[config.mk]
export PLATFORM = sky130hd
export DESIGN_NAME = fp_window_ctrl
export DESIGN_NICKNAME = d
export VERILOG_FILES = /design/src/rtl/fp_window_ctrl.sv
export SDC_FILE = /design/constraint.sdc
export NUM_CORES = 1
export LEC_CHECK = 0
export CORE_ASPECT_RATIO = 0.7
export CORE_UTILIZATION = 43
export DETAILED_ROUTE_END_ITERATION = 10
export GPL_ROUTABILITY_DRIVEN = 0
export GPL_TIMING_DRIVEN = 1
export PLACE_DENSITY = 0.75
export RECOVER_POWER = 50
export SLEW_MARGIN = 40
export SYNTH_ARGS = -nofsm -noshare
export SYNTH_HDL_FRONTEND = slang
export SYNTH_SLANG_ARGS = --single-unit
[constraint.sdc]
create_clock -name Clock -period 1.9 [get_ports Clock]
set_clock_uncertainty 0.2 [all_clocks]
set_input_delay 0.19 -clock Clock [delete_from_list [all_inputs] [get_ports Clock]]
set_output_delay 0.19 -clock Clock [all_outputs]
set_load 0.05 [all_outputs]
[src/rtl/fp_window_ctrl.sv]
// Frame-pointer window controller: sequences CALL/RTN moves for a windowed
// register file, keeps a small stack of saved frame pointers, and reports
// completion and sticky error status to the decode stage.
module fp_window_ctrl #(
    parameter int unsigned FP_W      = 4,
    parameter int unsigned WIN       = 8,
    parameter int unsigned STK_DEPTH = 4
) (
    input  logic            Clock,
    input  logic            Reset_n,
    input  logic            Call_Req,
    input  logic            Rtn_Req,
    input  logic [2:0]      Shift_Amt,
    input  logic [15:0]     Link_Data,
    input  logic            Err_Clr,
    output logic            Busy,
    output logic            Done,
    output logic            Err_Overflow,
    output logic            Err_Underflow,
    output logic [FP_W-1:0] FP,
    output logic [2:0]      Depth,
    output logic [FP_W-1:0] New_FP,
    output logic            FP_move,
    output logic            FP_push_up,
    output logic            Rd_Wen,
    output logic [FP_W-1:0] Rd_Addr,
    output logic [15:0]     Rd_Data,
    output logic [2:0]      Actual_Rd,
    output logic [2:0]      Actual_Rs
);

    localparam int unsigned EXT_W    = FP_W + 1;
    localparam int unsigned PTR_W    = (STK_DEPTH > 1) ? $clog2(STK_DEPTH) : 1;
    localparam int unsigned FP_LIMIT = (1 << FP_W) - WIN;
    localparam int unsigned TOP_IDX  = WIN - 1;

    typedef enum logic [1:0] {
        S_IDLE   = 2'd0,
        S_MOVE   = 2'd1,
        S_SETTLE = 2'd2
    } state_t;

    state_t            state_q, state_d;
    logic [FP_W-1:0]   fp_q, fp_d;
    logic [2:0]        depth_q, depth_d;
    logic [FP_W-1:0]   stack_q [STK_DEPTH];
    logic [FP_W-1:0]   stack_d [STK_DEPTH];
    logic              is_call_q, is_call_d;
    logic              busy_q, busy_d;
    logic              done_q, done_d;
    logic              ovf_q, ovf_d;
    logic              unf_q, unf_d;
    logic [FP_W-1:0]   new_fp_q, new_fp_d;
    logic              fp_move_q, fp_move_d;
    logic              push_up_q, push_up_d;
    logic              rd_wen_q, rd_wen_d;
    logic [FP_W-1:0]   rd_addr_q, rd_addr_d;
    logic [15:0]       rd_data_q, rd_data_d;
    logic [2:0]        act_rd_q, act_rd_d;
    logic [2:0]        act_rs_q, act_rs_d;

    logic              call_ok_c;
    logic              rtn_ok_c;

    // Legality of a CALL/RTN against the current window position and stack fill
    always_comb begin
        call_ok_c = (Shift_Amt != 3'd0)
                 && ((EXT_W'(fp_q) + EXT_W'(Shift_Amt)) <= EXT_W'(FP_LIMIT))
                 && (depth_q < 3'(STK_DEPTH));
        rtn_ok_c  = (depth_q != 3'd0);
    end

    // Next-state and registered-output computation
    always_comb begin
        state_d   = state_q;
        fp_d      = fp_q;
        depth_d   = depth_q;
        stack_d   = stack_q;
        is_call_d = is_call_q;
        busy_d    = 1'b0;
        done_d    = 1'b0;
        ovf_d     = ovf_q & ~Err_Clr;
        unf_d     = unf_q & ~Err_Clr;
        new_fp_d  = '0;
        fp_move_d = 1'b0;
        push_up_d = 1'b0;
        rd_wen_d  = 1'b0;
        rd_addr_d = '0;
        rd_data_d = '0;
        act_rd_d  = '0;
        act_rs_d  = '0;

        case (state_q)
            S_IDLE: begin
                if (Call_Req) begin
                    if (call_ok_c) begin
                        state_d   = S_MOVE;
                        busy_d    = 1'b1;
                        is_call_d = 1'b1;
                        fp_move_d = 1'b1;
                        new_fp_d  = fp_q + FP_W'(Shift_Amt);
                        rd_wen_d  = 1'b1;
                        rd_addr_d = fp_q + FP_W'(TOP_IDX);
                        rd_data_d = Link_Data;
                        act_rd_d  = 3'(TOP_IDX);
                        act_rs_d  = Shift_Amt;
                    end else begin
                        ovf_d  = 1'b1;
                        done_d = 1'b1;
                    end
                end else if (Rtn_Req) begin
                    if (rtn_ok_c) begin
                        state_d   = S_MOVE;
                        busy_d    = 1'b1;
                        is_call_d = 1'b0;
                        fp_move_d = 1'b1;
                        push_up_d = 1'b1;
                        new_fp_d  = stack_q[PTR_W'(depth_q - 3'd1)];
                    end else begin
                        unf_d  = 1'b1;
                        done_d = 1'b1;
                    end
                end
            end
            S_MOVE: begin
                // Commit the move: frame pointer and stack update together
                state_d = S_SETTLE;
                busy_d  = 1'b1;
                fp_d    = new_fp_q;
                if (is_call_q) begin
                    stack_d[PTR_W'(depth_q)] = fp_q;
                    depth_d = depth_q + 3'd1;
                end else begin
                    depth_d = depth_q - 3'd1;
                end
            end
            S_SETTLE: begin
                state_d = S_IDLE;
                done_d  = 1'b1;
            end
            default: begin
                state_d = S_IDLE;
            end
        endcase
    end

    // State and output registers
    always_ff @(posedge Clock or negedge Reset_n) begin
        if (!Reset_n) begin
            state_q   <= S_IDLE;
            fp_q      <= '0;
            depth_q   <= '0;
            for (int i = 0; i < STK_DEPTH; i++) begin
                stack_q[i] <= '0;
            end
            is_call_q <= 1'b0;
            busy_q    <= 1'b0;
            done_q    <= 1'b0;
            ovf_q     <= 1'b0;
            unf_q     <= 1'b0;
            new_fp_q  <= '0;
            fp_move_q <= 1'b0;
            push_up_q <= 1'b0;
            rd_wen_q  <= 1'b0;
            rd_addr_q <= '0;
            rd_data_q <= '0;
            act_rd_q  <= '0;
            act_rs_q  <= '0;
        end else begin
            state_q   <= state_d;
            fp_q      <= fp_d;
            depth_q   <= depth_d;
            stack_q   <= stack_d;
            is_call_q <= is_call_d;
            busy_q    <= busy_d;
            done_q    <= done_d;
            ovf_q     <= ovf_d;
            unf_q     <= unf_d;
            new_fp_q  <= new_fp_d;
            fp_move_q <= fp_move_d;
            push_up_q <= push_up_d;
            rd_wen_q  <= rd_wen_d;
            rd_addr_q <= rd_addr_d;
            rd_data_q <= rd_data_d;
            act_rd_q  <= act_rd_d;
            act_rs_q  <= act_rs_d;
        end
    end

    assign Busy          = busy_q;
    assign Done          = done_q;
    assign Err_Overflow  = ovf_q;
    assign Err_Underflow = unf_q;
    assign FP            = fp_q;
    assign Depth         = depth_q;
    assign New_FP        = new_fp_q;
    assign FP_move       = fp_move_q;
    assign FP_push_up    = push_up_q;
    assign Rd_Wen        = rd_wen_q;
    assign Rd_Addr       = rd_addr_q;
    assign Rd_Data       = rd_data_q;
    assign Actual_Rd     = act_rd_q;
    assign Actual_Rs     = act_rs_q;

endmodule

==> results of run 1 <==
[per-layer routing]
layer,wire [um],share of wire (%),vias up
li1,-,-,919
met1,2806,45,976
met2,3094,49,54
met3,343,5.5,8
met4,42,0.67,0
met5,0,0,-
[through the flow]
stage	cells	TNS (ps)	total power, mW
after CTS	384	-7017	6.213
after floorplan	205	-10360	3.971
after global routing	387	-10780	6.659
after global placement	361	-18280	4.955
after detailed placement	361	-19580	5.015
final	387	-8979	6.320
[what timing repair did]
| item | in CTS | in global routing |
|---|---|---|
| endpoints found under the setup margin | 38 | 46 |
| gates cloned | 1 | 2 |
| hold buffers | 1 | 0 |
| gates resized for setup | 23 | 27 |
| pin swaps | 13 | 17 |
| endpoints found under the hold margin | 60 | 0 |
| buffers inserted | 7 | 3 |
[sequential cells by signal (all words and copies together) (netlist names), 2 cells and up]
signal,flops
Rd_Data,16
stack_q,16
FP,4
New_FP,4
Depth,3
Rd_Addr,4
state_q,2
Actual_Rs,3
[critical path, delay by kind of cell (launching register included)]
kind / cells / cell delay [ps]
xor gates and xnor gates: 1 / 230
adders and majority gates: 2 / 510
DFF: 1 / 380
and+or+nand+nor: 3 / 470
buffers and inverters: 3 / 330
[final cells by class]
| class | count | area (um2) | share of cell area (%) |
|---|---|---|---|
| Clock buffer | 13 | 158.9 | 3.989 |
| Clock inverter | 2 | 10.01 | 0.2513 |
| Inverter | 10 | 37.54 | 0.9422 |
| Multi-Input combinational cell | 121 | 1166 | 29.27 |
| Sequential cell | 60 | 1506 | 37.81 |
| Tap cell | 75 | 93.84 | 2.356 |
| Timing Repair Buffer | 106 | 1011 | 25.38 |
[kinds of logic (layout without fill, tap and decap cells)]
| kind of cell | count (synthesis) | count (layout) |
|---|---|---|
| flops | 60 | 60 |
| compound gates | 30 | 30 |
| simple gates | 62 | 62 |
| fa+ha+maj | 10 | 10 |
| xor+xnor | 5 | 5 |
| mux | 14 | 14 |
| buf+inv | 24 | 131 |
[cell usage in the layout, fill, tap and decap left out, types with 2 or more instances in the layout]
cell	Yosys	layout
buf_12	0	2
buf_4	4	44
buf_6	0	3
clkbuf_1	2	2
clkbuf_8	0	11
clkdlybuf4s50_1	0	35
clkinv_2	0	2
dfrtp_1	60	56
dfrtp_2	0	4
dlygate4sd2_1	0	5
dlymetal6s2s_1	0	12
ha_1	9	7
ha_4	0	2
inv_1	10	9
mux2_2	10	10
mux4_2	4	4
nand2_1	16	16
nand3_1	7	5
nand3_2	0	2
nor2_1	5	4
nor2b_1	2	2
nor3_1	7	2
nor3_2	0	3
nor3_4	0	2
nor3b_2	1	19
o21ai_0	14	13
o21ai_1	4	3
o21ai_2	0	2
o31ai_2	0	2
xnor2_1	3	3
[path summary, 6_finish.rpt]
kind	startpoint	end	slack [ps]
setup / recovery	FP[0]$_DFFE_PN0P_	Actual_Rs[1]$_DFF_PN0_	-320
hold / removal	Link_Data[13]	Rd_Data[13]$_DFF_PN0_	220
setup reg to reg	FP[0]$_DFFE_PN0P_	Actual_Rs[1]$_DFF_PN0_	-320
hold reg to reg	stack_q[0]$_DFFE_PN0P_	stack_q[0]$_DFFE_PN0P_	280
max in group asynchronous	Reset_n	FP[2]$_DFFE_PN0P_	510
min in group asynchronous	Reset_n	Done$_DFF_PN0_	410
[power by group through the flow]
| stage | combinational (mW) | clock (mW) | sequential [mW] |
|---|---|---|---|
| after detailed placement | 3.13 | 0 | 1.88 |
| after floorplan | 1.24 | 0 | 2.73 |
| final | 3.48 | 0.985 | 1.86 |
| after global placement | 3.09 | 0 | 1.87 |
| after CTS | 3.34 | 1.02 | 1.85 |
| after global routing | 3.69 | 1.07 | 1.90 |
==> metrics.log, run 1 <==
INFO  metric holdPathStages = 2
INFO  metric syn_area_per_cell = 12.45 um2
INFO  metric rows = 23
INFO  metric critical-path-max-stage-delay = ~380 ps
INFO  metric placed_area = 3550 um2
INFO  metric route.detailed.drc = 0
INFO  metric route.detailed.wl_per_inst = 16.25 um
INFO  metric dp_hpwl = 3924 um
INFO  metric internal-power = 3.568 mW
INFO  metric leakage_component_of_the_power = 2.007 nW
INFO  metric grt_most_used_layer = met2
INFO  metric final.hold.worst_slack = 215.7 ps
INFO  metric worstPathArrival = 2280 ps
INFO  metric max_freq = 449.7 MHz
INFO  metric power.switching_fraction = 43.55%
INFO  metric clock_root_cell = clkbuf_8
INFO  metric worst_slew_pin_slew = about 820 ps
INFO  metric net-switching-power = 2.752 mW
INFO  metric sequential_element_share_of_the_synthesized_area = 58.82%
INFO  metric post_synth_num_cell_types = 35
INFO  metric synth_compound_gate_area_share = 7.451%
INFO  metric initial_core_util = between 40% and 50%
INFO  metric grt_pass1_vias = 1,927
INFO  metric worstRegToRegCells = 9
INFO  metric postSynthNetCount = 239
INFO  metric grt_pass1_wl = 9459 um
INFO  metric most_used_dff_post_synth = dfrtp_1
INFO  metric critical_path.cell_chain = ha_4, inv_2, fa_2, xor2_2, nand3_2, nor3b_4, buf_6, clkbuf_16, nor3_4
INFO  metric power_frac_comb = 55.0%
INFO  metric synth-xor-area-share = 1.716%
INFO  metric die_area = 6253 um2
INFO  metric final-max-slew-violation-count = 0
INFO  metric crit_slowest_cell = dfrtp_2
INFO  metric drt_iter0_drc = 112
INFO  metric top_level_ports = 68
INFO  metric drtPass1Iterations = 4
INFO  metric post_drt_antenna_nets = 0
INFO  metric worst_setup_path_end_kind = flip-flop
INFO  metric grt_util_all_layers = a little over a fifth
INFO  metric synth.largest_area_cell = dfrtp_1
INFO  metric grt_util_met1 = 26.30%
INFO  metric port_buffers = 67
INFO  metric vias_per_cell = 5.057
INFO  metric ys_top_cells_by_area = dfrtp_1 59%, nor3b_1 5.6%, ha_1 4.4%
INFO  metric fin_area = around 4000 um2
INFO  metric max-slew-margin-rel = 45.62%
INFO  metric clk_transition_reported_paths = 60 ps
INFO  metric num-nets-final = 342
INFO  metric violations = negative setup slack
INFO  metric place_worst_setup_slack = -621.6 ps
INFO  metric timing_worst_setup_path_type = reg -> reg
INFO  metric antenna_diode_count = 0
INFO  metric power_density = 1587 nW/um2
INFO  metric mappedNetlistArea = about 2600 um2
INFO  metric fraction_of_power_consumed_by_sequential_logic = between 20% and 30%
INFO  metric grt_antenna_before_repair = 0
INFO  metric synthMuxAreaShare = 7.941%
INFO  metric max_cap_viol_count = 0
INFO  metric drive_gt1_share = 39.74%
INFO  metric layout.filler_cells = 420
INFO  metric synthCells = 205
INFO  metric synthSimpleGateAreaFrac = between 10% and 20%
INFO  metric clock_power_share = 15.6%
INFO  metric finalWorstSetupSlack = -323.5 ps
INFO  metric yosysTopAreaCellShare = 58.82%
INFO  metric floorplan.core_area = ~5700 um2
INFO  metric globalRoute.totalOverflow = 0
INFO  metric clock_sink_count = 60
INFO  metric via_count = 1,957
INFO  metric fp.dieH = 66.46 um
INFO  metric timing.hold.worst.class = in -> reg
INFO  metric clk_path_buf_depth = 2
INFO  metric grt_max_degree = 61
INFO  metric die_wd = 94.09 um
INFO  metric ys_warn_count = 0
INFO  metric synthAdderAreaFrac = 5.196%
INFO  metric h_tree_levels = 3
INFO  metric asyncSetResetFlopFracSynth = 100.0%
INFO  metric hold_viol_final = 0
INFO  metric layout_worst_path_cycle_share = 117.0%
INFO  metric utilization = 69.57%
INFO  metric critPathMaxFanout = 6
INFO  metric numCtsBuffers = 9
INFO  metric ir_drop = 709.0 uV
INFO  metric run_status = finished, violations left
INFO  metric start_kind = flip-flop
INFO  metric finalCriticalPeriod = 2224 ps
INFO  metric synth_enable_flop_cells = 0
INFO  metric yosys_reg_bits = 60
INFO  metric worst-endpoint-required = between 1500 and 2000 ps
INFO  metric global_route.usage.met2 = between 30% and 40%
INFO  metric area_growth_syn_to_layout = 56.08%
INFO  metric synth.top_cells.by_count = 60 x dfrtp_1, 19 x nor3b_1, 16 x nand2_1, 14 x o21ai_0
INFO  metric rsz0062_at_grt = yes
INFO  metric clock_tree_from_tritoncts = yes
INFO  metric post_detailed_routing_wire_length = 6287 um
INFO  metric synth_top_family_by_area = simple AND/OR/NAND/NOR gates
INFO  metric clk_latency = 340 ps
INFO  metric global_route.usage.met3 = 9.817%
INFO  metric yosys.cell_count.top_type = dfrtp_1
INFO  metric finalSetupViolCount = 34
No activity file was read; power rests on OpenSTA's default activity.
==> run 2: changes to the inputs <==
- CORE_UTILIZATION: 43 -> 48
- PLACE_DENSITY: 0.75 -> 0.79
- clock period: 1.9 -> 2.29 ns (I/O delays scaled with it)
==> run 2 against run 1 <==
The flow now finishes without violations. Register-to-register slack improved by 460 ps. Sequential power fell by 16%. Non-clock buffer count fell by 19.
==> metrics.log, run 2 (same netlist as run 1, synthesis figures left out) <==
INFO  metric run_status = complete, no violations (was finished, violations left)
INFO  metric cp_bufs_invs = 1 (was 3)
INFO  metric post_drt_antenna_nets = 0 (unchanged)
INFO  metric place.detailed.instances = 345 (was 361)
INFO  metric critical_path.endpoint = FP[3] (was Actual_Rs[1]$_DFF_PN0_)
INFO  metric report.power.total = 4.844 mW (was 6.320 mW)
INFO  metric timing_worst_setup_path_type = reg -> out (was reg -> reg)
INFO  metric post_detailed_routing_wire_length = 5702 um (was 6287 um)
INFO  metric maxUsedRoutingLayer = met4 (unchanged)
INFO  metric rows = 21 (was 23)
INFO  metric die_wd = 89.16 um (was 94.09 um)
INFO  metric area_growth_syn_to_layout = 41.23% (was 56.08%)
INFO  metric final-max-slew-violation-count = 0 (unchanged)
INFO  metric antenna_diode_count = 0 (unchanged)
INFO  metric grt_max_degree = 37 (was 61)
INFO  metric timing.hold.worst.class = in -> reg (unchanged)
INFO  metric r2r_end = Err_Overflow$_DFF_PN0_ (was Actual_Rs[1]$_DFF_PN0_)
INFO  metric route.detailed.wl_per_inst = 15.80 um (was 16.25 um)
INFO  metric drt_iter0_drc = 73 (was 112)
INFO  metric worstSetupPathDepth = 1 (was 9)
INFO  metric layout_worst_path_cycle_share = 96.13%
INFO  metric max_freq = 454.3 MHz
INFO  metric multi_input_comb_area = 973.4 um2 (was 1166 um2)
INFO  metric final_common_cell = dfrtp_1 (unchanged)
INFO  metric route.met3.wl = 524 um (was 343 um)
INFO  metric clock_sink_count = 60 (unchanged)
INFO  metric rsz0062_at_grt = no (was yes)
INFO  metric worstSetupStartpoint = FP[3]$_DFFE_PN0P_ (was FP[0]$_DFFE_PN0P_)
INFO  metric clk_latency = 330 ps (was 340 ps)
INFO  metric critPathMaxFanout = 10 (was 6)
INFO  metric top_level_ports = 68 (unchanged)
INFO  metric wl_met2 = 2603 um (was 3094 um)
INFO  metric dp_hpwl = 4125 um (was 3924 um)
INFO  metric crit_slowest_cell = clkdlybuf4s50_1 (was dfrtp_2)
INFO  metric max-slew-margin-rel = 6.970% (was 45.62%)
INFO  metric clock_tree_from_tritoncts = yes (unchanged)
INFO  metric initial_core_util = 51.67% (was 44.57%)
INFO  metric num-nets-final = 323 (was 342)
INFO  metric grt_pass1_vias = 1,850 (was 1,927)
INFO  metric critical-path-max-stage-delay = 880 ps (was 380 ps)
INFO  metric max_cap_viol_count = 0 (unchanged)
INFO  metric fin_setup_tns = 0 ps (was -8979 ps)
INFO  metric worst_setup_path_end_kind = primary output (was flip-flop)
INFO  metric power_density = 1344 nW/um2 (was 1587 nW/um2)
INFO  metric clk_path_buf_depth = 2 (unchanged)
INFO  metric critical_path.cell_chain = clkdlybuf4s50_1 (was ha_4, inv_2, fa_2, xor2_2, nand3_2, nor3b_4, buf_6, clkbuf_16, nor3_4)
INFO  metric finalSetupViolCount = 0 (was 34)
INFO  metric drive_gt1_share = 19.52% (was 39.74%)
INFO  metric clock_root_cell = clkbuf_8 (unchanged)
INFO  metric r2r_slack = 140 ps (was -320 ps)
INFO  metric grt_pass1_wl = 9059 um (was 9459 um)
INFO  metric numCtsBuffers = 9 (unchanged)
INFO  metric worstPathArrival = 1770 ps (was 2280 ps)
INFO  metric fp.dieH = 63.01 um (was 66.46 um)
INFO  metric start_kind = flip-flop (unchanged)
INFO  metric layout.cells.most_common_list = 58 x dfrtp_1, 56 x clkdlybuf4s50_1, 17 x nor3b_1 (was 56 x dfrtp_1, 44 x buf_4, 35 x clkdlybuf4s50_1)
INFO  metric route.detailed.drc = 0 (unchanged)
INFO  metric globalRoute.totalOverflow = 0 (unchanged)
INFO  metric worstRegToRegCells = 8 (was 9)
INFO  metric hold_viol_final = 0 (unchanged)
INFO  metric die_area = 5618 um2 (was 6253 um2)
INFO  metric final-instance-count-excl-fill = 361 (was 387)
INFO  metric routedLengthMet1 = 2533 um (was 2806 um)
INFO  metric port_buffers = 67 (unchanged)
INFO  metric worst_r2r_startpoint = FP[0]$_DFFE_PN0P_ (unchanged)
INFO  metric layout.filler_cells = 343 (was 420)
INFO  metric area.sequential = 1504 um2 (was 1506 um2)
INFO  metric worst_path_dominant_cell_family = buffers and inverters (was adder cells)
INFO  metric grt_antenna_before_repair = 0 (unchanged)
INFO  metric finalCriticalPeriod = 2201 ps
INFO  metric via_count = 1,801 (was 1,957)
INFO  metric clk_transition_reported_paths = 60 ps (about the same)
INFO  metric worst-endpoint-required = 1860 ps (was 1950 ps)
INFO  metric floorplan.core_area = 4940 um2 (was 5727 um2)
INFO  metric h_tree_levels = 3 (unchanged)
INFO  metric vias_per_cell = 4.989 (was 5.057)
INFO  metric ir_drop = 774.3 uV (was 709.0 uV)
INFO  metric worst_slew_pin_slew = 1395 ps (was 815.7 ps)
INFO  metric grt_util_all_layers = 22.42% (was 20.95%)
INFO  metric drtPass1Iterations = 4 (unchanged)
INFO  metric leakage_component_of_the_power = 1.622 nW (was 2.007 nW)
-- run 2: cell count changes in the layout (fill, tap and decap cells not counted), moves of 3 or more --
cell and delta:
buf_4 -28, clkdlybuf4s50_1 +21, dlygate4sd2_1 -4, dlygate4sd3_1 +9
dlymetal6s2s_1 -12, nor3_1 +5, nor3_2 -3, nor3b_1 +16
nor3b_2 -16
-- run 2: report_power, final --
part	switching, mW	internal (mW)	total, mW
logic	1.52	0.920	2.44
clock network	0.375	0.465	0.840
registers	0.190	1.37	1.56
total	2.09	2.75	4.84
-- run 2: worst min-delay path by stage --
stage,cells after the start,to,start,slack [ps]
after global routing,2,Rd_Data[9]$_DFF_PN0_,Link_Data[9],250
after global placement,1,Rd_Data[10]$_DFF_PN0_,Reset_n,50
after CTS,2,Rd_Data[12]$_DFF_PN0_,Reset_n,240
final,2,Rd_Data[15]$_DFF_PN0_,Link_Data[15],260
after detailed placement,1,Rd_Data[6]$_DFF_PN0_,Reset_n,50
after floorplan,0,Actual_Rd[1]$_DFF_PN0_,Reset_n,-270
-- run 2: layout make-up --
type | instances | share of cell area, %
sequential | 60 | 41.72
multi-input combinational | 121 | 27.00
timing repair buffer | 87 | 22.98
clock buffer | 12 | 4.582
tap | 69 | 2.395
inverter | 10 | 1.041
clock inverter | 2 | 0.2777
-- run 2: stage by stage --
stage          instance area (um2)  hold WS [ps]  utilization (%)  setup slack (ps)
3_5_place_dp                  3390         53.81            68.62            -407.5
5_1_grt                       3605         249.7            72.97             25.38
2_1_floorplan                 2572        -266.6                -             11.44
6_report                      3605         258.3            72.97             88.58
3_3_place_gp                  3390         53.36            68.62            -326.6
4_1_cts                       3586         239.0            72.59             70.66
-- run 2: timing repair --
item | CTS | global route
gates resized for setup | 2 | 5
endpoints found under the hold margin | 24 | 0
pin swaps | 1 | 0
buffers inserted | 1 | 0
endpoints found under the setup margin | 22 | 23
hold buffers | 1 | 0
-- run 2: layer usage --
| metal | up-vias | track usage [%] |
|---|---|---|
| li1 | 878 | - |
| met1 | 849 | 27.98 |
| met2 | 70 | 35.02 |
| met3 | 4 | 9.115 |
| met4 | 0 | 8.135 |
| met5 | - | 0 |
